[config.mk]
export PLATFORM = sky130hd
export DESIGN_NAME = oc8051_cxrom_arb_flat
export DESIGN_NICKNAME = d
export VERILOG_FILES = /design/src/rtl/oc8051_cxrom_arb_pkg.sv /design/src/rtl/oc8051_cxrom_arb_if.sv /design/src/rtl/oc8051_cxrom_arb_prio.sv /design/src/rtl/oc8051_cxrom_arb.sv /design/src/flat_wrapper.sv
export SDC_FILE = /design/constraint.sdc
export NUM_CORES = 1
export LEC_CHECK = 0
export CAP_MARGIN = 30
export CORE_MARGIN = 1
export CORE_UTILIZATION = 44
export CTS_CLUSTER_DIAMETER = 200
export DETAILED_ROUTE_END_ITERATION = 6
export MAX_ROUTING_LAYER = met4
export PLACE_DENSITY = 0.86
export SLEW_MARGIN = 15
export SYNTH_ARGS = -nofsm -noshare
export SYNTH_HDL_FRONTEND = slang
export SYNTH_SLANG_ARGS = --single-unit
[constraint.sdc]
create_clock -name clk -period 3.2 [get_ports clk]
set_clock_uncertainty 0.15 [all_clocks]
set_input_delay 0.96 -clock clk [delete_from_list [all_inputs] [get_ports clk]]
set_output_delay 0.96 -clock clk [all_outputs]
set_load 0.02 [all_outputs]
[src/rtl/oc8051_cxrom_arb_pkg.sv]
// Shared types and default sizing for the oc8051 code-ROM arbiter.
package oc8051_cxrom_pkg;
   localparam int unsigned AW_DEF       = 16;
   localparam int unsigned DW_DEF       = 32;
   localparam int unsigned STEP_DEF     = 4;
   localparam int unsigned MAX_WAIT_DEF = 4;

   typedef enum logic [1:0] {IDLE, SINGLE, BURST} state_t;
   typedef enum logic {SRC_CPU, SRC_HSH} src_t;
endpackage

[src/rtl/oc8051_cxrom_arb_if.sv]
// Requester and ROM-side signals of the code-ROM arbiter.
interface oc8051_cxrom_arb_if
   import oc8051_cxrom_pkg::*;
#(
   parameter int unsigned AW = AW_DEF,
   parameter int unsigned DW = DW_DEF
);
   logic          cpu_req;
   logic [AW-1:0] cpu_addr;
   logic          cpu_gnt;
   logic [DW-1:0] cpu_rdata;
   logic          cpu_rvalid;
   logic          hsh_req;
   logic [AW-1:0] hsh_addr;
   logic [3:0]    hsh_len;
   logic          hsh_gnt;
   logic [DW-1:0] hsh_rdata;
   logic          hsh_rvalid;
   logic          hsh_busy;
   logic [AW-1:0] rom_addr;
   logic [DW-1:0] rom_data;

   modport slave (
      input  cpu_req, cpu_addr, hsh_req, hsh_addr, hsh_len, rom_data,
      output cpu_gnt, cpu_rdata, cpu_rvalid, hsh_gnt, hsh_rdata, hsh_rvalid,
             hsh_busy, rom_addr
   );

   modport master (
      output cpu_req, cpu_addr, hsh_req, hsh_addr, hsh_len, rom_data,
      input  cpu_gnt, cpu_rdata, cpu_rvalid, hsh_gnt, hsh_rdata, hsh_rvalid,
             hsh_busy, rom_addr
   );
endinterface

[src/rtl/oc8051_cxrom_arb_prio.sv]
// Starvation-guarded CPU/HSH priority picker with the HSH wait counter.
module oc8051_cxrom_prio
   import oc8051_cxrom_pkg::*;
#(
   parameter int unsigned MAX_WAIT = MAX_WAIT_DEF
) (
   input  logic clk,
   input  logic rst,
   input  logic i_window,
   input  logic i_cpu_req,
   input  logic i_hsh_req,
   output logic o_cpu_gnt,
   output logic o_hsh_gnt
);
   localparam logic [3:0] W_MAX = 4'(MAX_WAIT);

   logic [3:0] r_wait_cnt;
   logic       w_starved;

   always_comb begin
      o_cpu_gnt = 1'b0;
      o_hsh_gnt = 1'b0;
      w_starved = i_hsh_req && (r_wait_cnt == W_MAX);
      if (i_window && !rst) begin
         if (w_starved)      o_hsh_gnt = 1'b1;
         else if (i_cpu_req) o_cpu_gnt = 1'b1;
         else if (i_hsh_req) o_hsh_gnt = 1'b1;
      end
   end

   always_ff @(posedge clk or posedge rst) begin
      if (rst)                                     r_wait_cnt <= '0;
      else if (o_hsh_gnt)                          r_wait_cnt <= '0;
      else if (i_hsh_req && (r_wait_cnt != W_MAX)) r_wait_cnt <= r_wait_cnt + 4'd1;
   end
endmodule

[src/rtl/oc8051_cxrom_arb.sv]
// Shares the combinational code ROM between CPU fetch and the hash engine.
module oc8051_cxrom_arb
   import oc8051_cxrom_pkg::*;
#(
   parameter int unsigned AW       = AW_DEF,
   parameter int unsigned DW       = DW_DEF,
   parameter int unsigned MAX_WAIT = MAX_WAIT_DEF,
   parameter int unsigned STEP     = STEP_DEF
) (
   input  logic               clk,
   input  logic               rst,
   oc8051_cxrom_arb_if.slave  bus
);
   state_t        r_state, w_state_nxt;
   src_t          r_src, r_vsrc;
   logic [AW-1:0] r_addr;
   logic [3:0]    r_remain;
   logic [DW-1:0] r_rdata;
   logic          r_valid, r_busy;
   logic          w_window, w_capture, w_cpu_gnt, w_hsh_gnt;

   oc8051_cxrom_prio #(.MAX_WAIT(MAX_WAIT)) u_prio (
      .clk       (clk),
      .rst       (rst),
      .i_window  (w_window),
      .i_cpu_req (bus.cpu_req),
      .i_hsh_req (bus.hsh_req),
      .o_cpu_gnt (w_cpu_gnt),
      .o_hsh_gnt (w_hsh_gnt)
   );

   always_ff @(posedge clk or posedge rst) begin
      if (rst) r_state <= IDLE;
      else     r_state <= w_state_nxt;
   end

   // BURST only while beats remain; the last beat is issued from SINGLE,
   // which is what opens the grant window on the final-address cycle.
   always_comb begin
      w_state_nxt = IDLE;
      if (w_cpu_gnt)              w_state_nxt = SINGLE;
      else if (w_hsh_gnt)         w_state_nxt = (bus.hsh_len != 4'd0) ? BURST : SINGLE;
      else if (r_state == BURST)  w_state_nxt = (r_remain == 4'd1) ? SINGLE : BURST;
   end

   always_comb begin
      w_window       = (r_state != BURST);
      w_capture      = (r_state != IDLE);
      bus.cpu_gnt    = w_cpu_gnt;
      bus.hsh_gnt    = w_hsh_gnt;
      bus.rom_addr   = r_addr;
      bus.cpu_rdata  = r_rdata;
      bus.hsh_rdata  = r_rdata;
      bus.cpu_rvalid = r_valid && (r_vsrc == SRC_CPU);
      bus.hsh_rvalid = r_valid && (r_vsrc == SRC_HSH);
      bus.hsh_busy   = r_busy;
   end

   always_ff @(posedge clk or posedge rst) begin
      if (rst) begin
         r_addr   <= '0;
         r_remain <= '0;
         r_src    <= SRC_CPU;
         r_vsrc   <= SRC_CPU;
         r_rdata  <= '0;
         r_valid  <= 1'b0;
         r_busy   <= 1'b0;
      end else begin
         if (w_cpu_gnt) begin
            r_addr   <= bus.cpu_addr;
            r_remain <= '0;
            r_src    <= SRC_CPU;
         end else if (w_hsh_gnt) begin
            r_addr   <= bus.hsh_addr;
            r_remain <= bus.hsh_len;
            r_src    <= SRC_HSH;
         end else if (r_state == BURST) begin
            r_addr   <= r_addr + AW'(STEP);
            r_remain <= r_remain - 4'd1;
         end
         r_valid <= w_capture;
         if (w_capture) begin
            r_rdata <= bus.rom_data;
            r_vsrc  <= r_src;
         end
         r_busy <= w_hsh_gnt || (r_state == BURST);
      end
   end
endmodule

[src/flat_wrapper.sv]
// flat-port wrapper written by rule: the top's interface ports become plain ports
module oc8051_cxrom_arb_flat import oc8051_cxrom_pkg::*;
#(
   parameter int unsigned AW       = AW_DEF,
   parameter int unsigned DW       = DW_DEF,
   parameter int unsigned MAX_WAIT = MAX_WAIT_DEF,
   parameter int unsigned STEP     = STEP_DEF
)
  (clk, rst, bus_cpu_req, bus_cpu_addr, bus_hsh_req, bus_hsh_addr, bus_hsh_len, bus_rom_data, bus_cpu_gnt, bus_cpu_rdata, bus_cpu_rvalid, bus_hsh_gnt, bus_hsh_rdata, bus_hsh_rvalid, bus_hsh_busy, bus_rom_addr);
  oc8051_cxrom_arb_if #(.AW(AW), .DW(DW)) bus_i ();
  input  logic clk;
  input  logic rst;
  input wire logic [$bits(bus_i.cpu_req)-1:0] bus_cpu_req;
  input wire logic [$bits(bus_i.cpu_addr)-1:0] bus_cpu_addr;
  input wire logic [$bits(bus_i.hsh_req)-1:0] bus_hsh_req;
  input wire logic [$bits(bus_i.hsh_addr)-1:0] bus_hsh_addr;
  input wire logic [$bits(bus_i.hsh_len)-1:0] bus_hsh_len;
  input wire logic [$bits(bus_i.rom_data)-1:0] bus_rom_data;
  output wire logic [$bits(bus_i.cpu_gnt)-1:0] bus_cpu_gnt;
  output wire logic [$bits(bus_i.cpu_rdata)-1:0] bus_cpu_rdata;
  output wire logic [$bits(bus_i.cpu_rvalid)-1:0] bus_cpu_rvalid;
  output wire logic [$bits(bus_i.hsh_gnt)-1:0] bus_hsh_gnt;
  output wire logic [$bits(bus_i.hsh_rdata)-1:0] bus_hsh_rdata;
  output wire logic [$bits(bus_i.hsh_rvalid)-1:0] bus_hsh_rvalid;
  output wire logic [$bits(bus_i.hsh_busy)-1:0] bus_hsh_busy;
  output wire logic [$bits(bus_i.rom_addr)-1:0] bus_rom_addr;
  assign bus_i.cpu_req = bus_cpu_req;
  assign bus_i.cpu_addr = bus_cpu_addr;
  assign bus_i.hsh_req = bus_hsh_req;
  assign bus_i.hsh_addr = bus_hsh_addr;
  assign bus_i.hsh_len = bus_hsh_len;
  assign bus_i.rom_data = bus_rom_data;
  assign bus_cpu_gnt = bus_i.cpu_gnt;
  assign bus_cpu_rdata = bus_i.cpu_rdata;
  assign bus_cpu_rvalid = bus_i.cpu_rvalid;
  assign bus_hsh_gnt = bus_i.hsh_gnt;
  assign bus_hsh_rdata = bus_i.hsh_rdata;
  assign bus_hsh_rvalid = bus_i.hsh_rvalid;
  assign bus_hsh_busy = bus_i.hsh_busy;
  assign bus_rom_addr = bus_i.rom_addr;
  oc8051_cxrom_arb #(.AW(AW), .DW(DW), .MAX_WAIT(MAX_WAIT), .STEP(STEP)) u_core (.clk(clk), .rst(rst), .bus(bus_i));
endmodule
Word-level counts from Yosys, hierarchy flattened
Index checks and enable logic that the tools add are counted.
{"block": "word_totals", "reg_bits": 62, "input_bits": 72, "output_inout_bits": 85, "wordCells": 52}
{"block": "classes", "add_sub_neg": 3, "eq_ne": 5, "mux": 22, "n_bitwise": 1, "reduce_logical": 12}
{"operator": "$mux 16", "count": 3}
{"operator": "$mux 4", "count": 5}
{"operator": "$add 16x3->16 const B", "count": 1}
{"operator": "$mux 2", "count": 5}
{"operator": "$mux 1", "count": 9}
{"operator": "$reduce_bool 2->1", "count": 3}
{"operator": "$logic_and 1x1->1", "count": 5}
{"operator": "$add 4x1->4 const B", "count": 1}
{"operator": "$eq 4x1->1 const B", "count": 1}
{"operator": "$eq 4x3->1 const B", "count": 1}
{"operator": "$ne 4x3->1 const B", "count": 1}
{"operator": "$reduce_bool 4->1", "count": 1}
{"operator": "$sub 4x1->4 const B", "count": 1}
{"operator": "$reduce_bool 3->1", "count": 1}
{"operator": "$eq 2x2->1 const B", "count": 1}
{"operator": "$ne 2x2->1 const B", "count": 1}
{"operator": "$logic_not 1->1", "count": 1}
{"operator": "$logic_or 1x1->1", "count": 1}
{"operator": "$not 1->1", "count": 1}

Longest topological paths before layout
{"block": "depth", "word_depth": 6, "depth_mapped": 10, "depth_no_buf": 9}

Modules after synthesis
From an unflattened synthesis, not the netlist that was laid out.
{"block": "unflattened", "hier_cells": 297, "area_unflattened_um2": 3213.1}
{"module": "oc8051_cxrom_arb", "instances": 1, "cells_per_inst": 268, "area_each_um2": 2946.6, "seq_area_each_um2": 1451.4}
{"module": "oc8051_cxrom_prio", "instances": 1, "cells_per_inst": 29, "area_each_um2": 266.5, "seq_area_each_um2": 100.1}

Worst setup path before layout
OpenSTA, ideal clock, no wires.
{"block": "synth_path", "path_kind": "input to output", "start": "input bus_hsh_req", "end": "output bus_hsh_gnt", "arrival_ns": 1.738, "path_slack_ns": 0.352, "path_stages": 7, "path_buffers": 3, "cell_sequence": "buf_4 nand4b_4 nand2_2 nand2_8 inv_2 buf_6 buf_6"}
{"block": "synth_via", "elab_chain_len": 4}
{"item": "start, declared", "line_no": "flat_wrapper.sv:15", "source": "input wire logic [$bits(bus_i.hsh_req)-1:0] bus_hsh_req;"}
{"item": "$mux 1", "line_no": "oc8051_cxrom_arb_prio.sv:27", "source": "else if (i_hsh_req) o_hsh_gnt = 1'b1;"}
{"item": "$mux 1", "line_no": "oc8051_cxrom_arb_prio.sv:26", "source": "else if (i_cpu_req) o_cpu_gnt = 1'b1;"}
{"item": "$mux 1 *", "line_no": "oc8051_cxrom_arb_prio.sv:25", "source": "if (w_starved) o_hsh_gnt = 1'b1;"}
{"item": "$mux 1 *", "line_no": "oc8051_cxrom_arb_prio.sv:24", "source": "if (i_window && !rst) begin"}
{"item": "end, declared", "line_no": "flat_wrapper.sv:22", "source": "output wire logic [$bits(bus_i.hsh_gnt)-1:0] bus_hsh_gnt;"}
Every way passes the cells marked *; elsewhere a longest branch is shown, timed or not.

Worst setup path in the final report
{"block": "layout_path", "start": "input rst", "end": "output bus_cpu_gnt"}
{"block": "layout_via", "elab_chain_len": 3}
{"item": "start, declared", "line_no": "flat_wrapper.sv:12", "source": "input logic rst;"}
{"item": "$logic_not 1->1 (no line)"}
{"item": "$logic_and 1x1->1", "line_no": "oc8051_cxrom_arb_prio.sv:24"}
{"item": "$mux 1", "line_no": "oc8051_cxrom_arb_prio.sv:24"}
{"item": "end, declared", "line_no": "flat_wrapper.sv:19", "source": "output wire logic [$bits(bus_i.cpu_gnt)-1:0] bus_cpu_gnt;"}
No other way between the ends.

==> metrics.yaml <==
antenna_cells: 0
cts_tree: "built"
layout-drive-gt1-share: 0.1770
hpwlAfterDp_mm: 6.610
syn_inst: 291
num_io_pins: 157
vias: 2789
min_path_type: "flop to flop"
maxCapViolCount: 0
fin_cells: 531
ys_warn_count: 0
first_pass_iters: 4
clockBufferDepth: 2
syn_nets: 368
cp_max_fo: 3
reg2reg_to: "u_core.bus.rom_addr[13]"
cts_root_buf: "clkbuf_8"
rows: 30
met1_length_mm: 3.666
grt_pass1_vias: 2660
finalHoldViolCount: 0
area_growth_pct: 52.03
hold_path_end: "u_core.r_remain[3]"
outcome: "completed"
dieArea_um2: 7704
worst_pin_slew_ps: 792.6
clk_pin_slew_worst_paths_ps: 70
syn_area_um2: 3237
core-area_um2: 6944
drt-vias-per-instance: 5.252
grt_usage: 0.2436
clock_sinks: 62
syn_area_per_cell_um2: 11.12
fin_tns_setup_ps: 0
grt_pass1_wl_mm: 13.63
die_w_um: 87.77
synth-seq-area-share: 0.4793
slew-limit-headroom: 0.4716
place_inst: 513
initial_core_util: 0.4661
htreeDepth: 3
worstSetupEndpointType: "output pin"
totalWireLength_mm: 8.835
rsz0062_at_grt: "false"
dieHeight_um: 87.77
fin_hold_ws_ps: 354.3
maxSlewViolCount: 0
ant_nets: 0
synth_flop_cell: "dfrtp_1"
hold-path-cell-count: 1
max_freq_mhz: 317.5
cellLeakagePower_nw: 2.043
wl_per_cell_um: 16.64
finalCritPeriodShare: 0.9843
ys_ff_latch: 62
ir_drop_v: 0.0003988
power_density_nw_per_um2: 1045
gr-total-overflow: 0
grt_max_degree: 63
rrSetupSlack_ps: 1100
cts_made_buffers: 9
wl_met3_um: 643
clkLatencyLatePin_ps: 330
synth.distinct_cells: 53
drtIter0Drc: 196
synth_top_area_share: 0.4793
criticalPathCategory: "input pin to output pin"
synth_top_cell_by_area: "dfrtp_1"
drcViolationCount: 0
crit_arrival_ps: 2040
io_buffers: 156
worstSetupStartpointType: "input pin"
hold_start: "u_core.r_remain[3]"
required_ps: 2090
highest_layer: "met4"
finalCriticalPeriod_ps: 3150
ys_top_cells_by_area: "dfrtp_1 48%, mux2_2 11%, buf_4 7.7%"
ctsHoldBuffers: 0
synthArstFlopShare: 1.000
total_power_mw: 5.141
synth_edf_count: 0
r2r-start: "u_core.u_prio.r_wait_cnt[0]"
antenna_found_initial: 0
rr_worst_depth: 10
fin_util: 0.7086
final-setup-viol-count: 0
place_congestion: 0.8781
fin_nets: 507
dr_wl_met2_mm: 4.415
-- power breakdown --
group / internal [mW] / switching [mW]
clock: 0.359 / 0.315
combinational: 1.52 / 1.42
sequential: 1.17 / 0.358
-- repair_timing --
action / in CTS / in global routing
pin swaps: 1 / 0
endpoints found under the setup margin: 2 / 1
gates resized for setup: 7 / 1
buffers inserted: 1 / 0
-- worst max-delay path, stage by stage --
cell	delay, ps
clkdlybuf4s50_1	500
nor2_8	190
nand2_4	80
inv_4	60
clkdlybuf4s15_2	250
-- sequential cells by signal, summed over array words and instances (netlist names) --
register,cells
u_core.bus.cpu_rdata,32
u_core.bus.rom_addr,16
u_core.r_remain,4
u_core.u_prio.r_wait_cnt,4
u_core.r_state,2
u_core.bus.hsh_busy,1
u_core.r_src,1
u_core.r_valid,1
u_core.r_vsrc,1
-- routing by layer --
metal	track usage	up-vias
met5	-	-
met4	0.08495	0
met3	0.04147	12
met2	0.3946	123
met1	0.3080	1359
li1	-	1295
-- final cells by class --
class / instances / area (um2)
fillers: 500 / 2023
repair buffers: 170 / 1683
flip-flops and latches: 62 / 1551
multi-input cells: 176 / 1333
clock buffers: 10 / 127.6
well taps: 96 / 120.1
clock inverters: 6 / 62.56
inverters: 11 / 43.79
-- through the flow --
stage	setup WS (ps)	cell area, um2
6_report	50.28	4921
5_1_grt	7.666	4921
4_1_cts	10.19	4898
3_5_place_dp	-410.3	4700
3_3_place_gp	-396.3	4700
2_1_floorplan	352.3	3237
-- cell usage after synthesis (all sizes together), types with 3 or more instances --
master / number
dfrtp: 62
nor2: 16
nand2b: 3
and4: 3
a22oi: 5
a21oi: 11
and2: 3
mux2: 33
nand4: 3
nand2: 25
ha: 5
buf: 41
nand3: 4
a221o: 5
nor4: 3
a222oi: 5
inv: 11
nor3: 5
o21ai: 15
xnor2: 6
o22ai: 3
-- placed cells by master (no fill, tap or decap), types with 2 or more instances in the layout --
master and count:
inv_2 2, xnor2_1 6, or3_1 2, o22ai_1 3
o21ai_0 7, nor3b_1 2, nor2_1 14, a222oi_1 5
dfrtp_1 62, inv_1 8, clkbuf_8 9, nor4_1 2
nand4_1 3, nand2b_1 3, xor2_1 2, nand2_1 22
mux2_2 33, clkdlybuf4s50_1 152, and2_1 2, clkinv_2 3
a221o_1 5, nor3_1 5, and4_1 3, o21ai_1 7
clkinv_4 2, nand3_1 3, clkdlybuf4s15_2 2, buf_4 13
ha_1 5, o41ai_1 2, a22oi_1 5, a211oi_1 2
a21oi_1 11
-- logic make-up after synthesis --
family                   after synthesis  synth area share
flip-flops                            62            0.4793
buffers and inverters                 53            0.1113
adder cells (fa/ha/maj)                5           0.01933
multiplexers                          33            0.1148
XOR/XNOR                               8           0.02165
AND/OR/NAND/NOR                       75            0.1365
AO/OA/AOI/OAI                         55            0.1171
-- how the worst max path moves through the flow --
stage                     slack (ps)           to  depth (start not counted)   startpoint
after floorplan                  350  bus_hsh_gnt                          7  bus_hsh_req
after global placement          -400  bus_cpu_gnt                          6  bus_hsh_req
after detailed placement        -410  bus_hsh_gnt                          6  bus_hsh_req
after CTS                         10  bus_hsh_gnt                          6  bus_cpu_req
after global routing               8  bus_cpu_gnt                          5          rst
final                             50  bus_cpu_gnt                          5          rst
Power figures use the tool's default switching activity.
